### src/rtl/led_pkg.sv
// led_pkg: shared FSM state encoding and default timing values for the LED alarm controller.
package led_pkg;
   typedef enum logic [1:0] {
      IDLE    = 2'd0,
      ALARM   = 2'd1,
      LOCKOUT = 2'd2
   } state_t;
   localparam int DEBOUNCE_CYC_DEF = 1_000_000;
   localparam int ALARM_CYC_DEF    = 500_000_000;
   localparam int LOCK_CYC_DEF     = 50_000_000;
endpackage

### src/rtl/key_debounce.sv
// key_debounce: synchronizes a bouncing active-low key and emits one pulse per accepted press.
module key_debounce #(
   parameter int DEBOUNCE_CYC = 1_000_000
) (
   input  logic clk,
   input  logic rstn,
   input  logic key_n,
   output logic key_press
);
   localparam int CW = $clog2(DEBOUNCE_CYC + 1);
   logic [1:0]    sync;
   logic          stable;
   logic          stable_q;
   logic [CW-1:0] cnt;
   always_ff @(posedge clk or negedge rstn) begin
      if (!rstn) begin
         sync      <= 2'b11;
         stable    <= 1'b1;
         stable_q  <= 1'b1;
         cnt       <= '0;
         key_press <= 1'b0;
      end else begin
         sync      <= {sync[0], key_n};
         stable_q  <= stable;
         key_press <= stable_q & ~stable;
         // a level is accepted only after it has differed from stable for DEBOUNCE_CYC cycles
         if (sync[1] == stable)
            cnt <= '0;
         else if (cnt == CW'(DEBOUNCE_CYC - 1)) begin
            stable <= sync[1];
            cnt    <= '0;
         end else
            cnt <= cnt + 1'b1;
      end
   end
endmodule

### src/rtl/led_alarm_ctrl.sv
// led_alarm_ctrl: alarm FSM driven by fault and a debounced key, with timed auto-clear and
// acknowledge lockout; outputs are registered from next-state so they move with state.
module led_alarm_ctrl
   import led_pkg::*;
#(
   parameter int DEBOUNCE_CYC = DEBOUNCE_CYC_DEF,
   parameter int ALARM_CYC    = ALARM_CYC_DEF,
   parameter int LOCK_CYC     = LOCK_CYC_DEF
) (
   input  logic       clk,
   input  logic       rstn,
   input  logic       key_n,
   input  logic       fault,
   output logic       blink_hold,
   output logic       alarm_active,
   output logic       key_press,
   output logic [1:0] state
);
   localparam int TMAX = (ALARM_CYC > LOCK_CYC) ? ALARM_CYC : LOCK_CYC;
   localparam int TW   = $clog2(TMAX);
   state_t        cur;
   state_t        nxt;
   logic [TW-1:0] timer;
   key_debounce #(.DEBOUNCE_CYC(DEBOUNCE_CYC)) u_key (
      .clk       (clk),
      .rstn      (rstn),
      .key_n     (key_n),
      .key_press (key_press)
   );
   assign state = cur;
   always_comb begin
      nxt = IDLE;
      case (cur)
         IDLE:    nxt = (fault || key_press) ? ALARM : IDLE;
         // acknowledge wins over a simultaneous timeout
         ALARM:   nxt = key_press ? LOCKOUT : (timer == TW'(ALARM_CYC - 1)) ? IDLE : ALARM;
         LOCKOUT: nxt = (timer == TW'(LOCK_CYC - 1)) ? IDLE : LOCKOUT;
         default: nxt = IDLE;
      endcase
   end
   always_ff @(posedge clk or negedge rstn) begin
      if (!rstn) begin
         cur          <= IDLE;
         timer        <= '0;
         blink_hold   <= 1'b1;
         alarm_active <= 1'b0;
      end else begin
         cur          <= nxt;
         // held at zero in IDLE so the counter can never wrap
         timer        <= (nxt != cur || nxt == IDLE) ? '0 : timer + 1'b1;
         blink_hold   <= (nxt != ALARM);
         alarm_active <= (nxt == ALARM);
      end
   end
endmodule

### config.mk
export PLATFORM = sky130hd
export DESIGN_NAME = led_alarm_ctrl
export DESIGN_NICKNAME = d
export VERILOG_FILES = /design/src/rtl/led_pkg.sv /design/src/rtl/key_debounce.sv /design/src/rtl/led_alarm_ctrl.sv
export SDC_FILE = /design/constraint.sdc
export NUM_CORES = 1
export LEC_CHECK = 0
export ABC_AREA = 1
export CAP_MARGIN = 20
export CORE_UTILIZATION = 30
export CTS_CLUSTER_DIAMETER = 200
export DETAILED_ROUTE_END_ITERATION = 8
export PLACE_DENSITY = 0.46
export SKIP_LAST_GASP = 1
export SYNTH_ARGS = -nofsm -noshare
export SYNTH_HDL_FRONTEND = slang
export SYNTH_SLANG_ARGS = --single-unit
export TNS_END_PERCENT = 30
### constraint.sdc
create_clock -name clk -period 3.5 [get_ports clk]
set_clock_uncertainty 0.15 [all_clocks]
set_input_delay 0.7 -clock clk [delete_from_list [all_inputs] [get_ports clk]]
set_output_delay 0.7 -clock clk [all_outputs]
set_load 0.1 [all_outputs]
==> results_dict.tcl <==
set metrics [dict create \
    htreeDepth 3 \
    cts_tree "done" \
    worst_slew_pin_slew_ps 618 \
    synth_top_family_by_area "simple AND/OR/NAND/NOR gates" \
    rsz0062_at_grt "false" \
    cp_slowest_cell "nand2_2" \
    synthToLayoutAreaGrowth_pct 13.1 \
    path_class "flip-flop to flip-flop" \
    finalMaxSlewViolations 0 \
    die_y_um 106 \
    yosysSeqAreaShare 0.452 \
    grt_pass1_wl_um 13100 \
    leakagePower_nw 1.54 \
    rows 37 \
    cp_top_family "simple AND/OR/NAND/NOR gates" \
    hold_buffers 0 \
    critPathMaxFanout 29 \
    path_clk_slew_ps 70 \
    ant_nets 0 \
    hp-class "flip-flop to flip-flop" \
    syn_area_um2 3230 \
    clk_latency_ps 340 \
    max_freq_ghz 0.444 \
    antenna_found_initial 0 \
    avgSynthCellArea_um2 7.07 \
    synth_xor_area_frac 0.0815 \
    total_power_mw 1.39 \
    num_vias 2719 \
    min_period_ps 2250 \
    synth-simple-area-share 0.367 \
    synth_seq_cells 58 \
    dieArea_um2 11200 \
    grt_use_total 0.153 \
    chipWidth_um 106 \
    routedWlPerCell_um 12.5 \
    drc 0 \
    drive_gt1_frac 0.0628 \
    grt_max_degree 34 \
    synth_compound_area_frac 0.0178 \
    viasPerCell 4.43 \
    cts_buffers 9 \
    numPortBuffers 8 \
    syn_nets 462 \
    cts_setup_buffers 0 \
    initial_core_util 0.311 \
    p_per_area_nw_per_um2 381 \
    synth_fa_ha_area_frac 0.00776 \
    clock-root-buffer "clkbuf_8" \
    critPathLaunchType "flip-flop" \
    io_pins 9 \
    finalHoldViolations 0 \
    final_cell_mix "129 x nand2_1, 125 x nor2_1, 55 x inv_1" \
    cp-end-kind "flip-flop" \
    outcome "finished clean" \
    timing.final.crit_share 0.643 \
    critical_path_buf_inv_count 0 \
    cp_cell_sequence "ha_1 -> nand2_1 -> nor2_2 -> nand2_1 -> nor2_1 -> nand2_1 -> nand2_1 -> nand2_1 -> nand2_2 -> nor2_1" \
    max_slew_margin 0.588 \
    cp_slowest_stage_delay_ps 440 \
    post-dp-hpwl_um 5670 \
    syn-instance-count 456 \
    synth_mux_area_frac 0 \
    ys_types 22 \
    setup_viol 0 \
    arrival_ps 2290 \
    cts_resized 0 \
    maxCapViolCount 0 \
    vdd_drop_max_mv 0.199 \
    dr.pass1.iters 5 \
    fin_nets 479 \
    overflow 0 \
    drtIter0Drc 136 \
    required_ps 3540 \
    yosys_warnings 0 \
    clock_path_buffers 2 \
    cp_common_cell "nand2_1" \
    clock-sinks 58 \
    finalSetupTns_ps 0 \
    grt_pass1_vias 2645 \
    drt-total-wl_um 7650 \
    place_congestion 0.818 \
    core-area_um2 10400 \
    final_common_cell "nand2_1" \
    n_antenna_cell 0 \
]
==> area by class of cell <==
class                   instances  area [um2]
clock inverters                 6        82.6
repair buffers                  9        70.1
well taps                     136         170
multi-input cells             339        1530
fillers                      1108        6720
flip-flops and latches         58        1460
inverters                      56         210
clock buffers                  10         128
==> state kept, by name, indices dropped and copies added, names as in the netlist <==
register	flops
alarm_active	1
blink_hold	1
state	2
timer	29
u_key.cnt	20
u_key.key_press	1
u_key.stable	1
u_key.stable_q	1
u_key.sync	2
==> report_power, final <==
group	internal (mW)	switching (mW)	total, mW
clock	0.397	0.284	0.681
sequential	0.675	0.00302	0.678
combinational	0.00693	0.0225	0.0294
total	1.08	0.309	1.39
==> cells in the mapped netlist <==
cell type,count,area [um2]
nand3b_1,1,7.51
dfrtp_1,53,1330
and3_1,1,6.26
buf_2,1,5.00
buf_6,2,22.5
dfstp_2,5,131
xor2_1,23,201
a21oi_1,7,35.0
o31ai_1,2,15.0
nor2_1,125,469
inv_1,55,206
nor3b_1,1,7.51
nor2_2,2,12.5
nand3_1,22,110
o21bai_1,1,7.51
nor3_1,10,50.1
nand2_2,1,6.26
nand2_1,129,484
nand4_1,5,31.3
clkinv_1,1,3.75
xnor2_1,7,61.3
ha_1,2,25.0
==> layer usage <==
| layer | track usage | vias to the layer above | share of wire |
|---|---|---|---|
| li1 | - | 1415 | - |
| met1 | 0.213 | 1261 | 0.51 |
| met2 | 0.227 | 35 | 0.44 |
| met3 | 0.0359 | 8 | 0.034 |
| met4 | 0.0625 | 0 | 0.015 |
| met5 | 0 | - | 0 |
==> final timing paths <==
check | startpoint | endpoint | slack (ps) | cells past startpoint
worst max-delay path | timer[0] | timer[5] | 1250 | 10
worst min-delay path | u_key.sync[0] | u_key.sync[1] | 210 | 0
worst max register to register | timer[0] | timer[5] | 1250 | 10
worst min register to register | u_key.sync[0] | u_key.sync[1] | 210 | 0
max in group asynchronous | rstn | u_key.sync[0] | 2080 | 2
min in group asynchronous | rstn | timer[28] | 220 | 1
==> per-stage QoR <==
stage	hold WS, ps	setup slack (ps)	std cells	area, um2	utilization
2_1_floorplan	195	1440	456	3230	-
3_3_place_gp	196	1250	598	3440	0.332
3_5_place_dp	201	1200	598	3440	0.332
4_1_cts	212	1220	614	3650	0.352
5_1_grt	216	976	614	3650	0.352
6_report	209	1250	614	3650	0.352
==> cells by family (layout without fill, tap and decap cells) <==
| kind of cell | count (synthesis) | after routing |
|---|---|---|
| AO/OA/AOI/OAI | 10 | 10 |
| XOR/XNOR | 30 | 30 |
| adder cells (fa/ha/maj) | 2 | 2 |
| buffers and inverters | 59 | 81 |
| flip-flops | 58 | 58 |
| AND/OR/NAND/NOR | 297 | 297 |
==> worst register-to-register path, cell delays in order (launching register included) <==
cell and delay [ps]:
dfrtp_1 390, ha_1 230, nand2_1 120, nor2_2 170
nand2_1 70, nor2_1 180, nand2_1 80, nand2_1 100
nand2_1 70, nand2_2 440, nor2_1 120
Power figures use the tool's default switching activity.
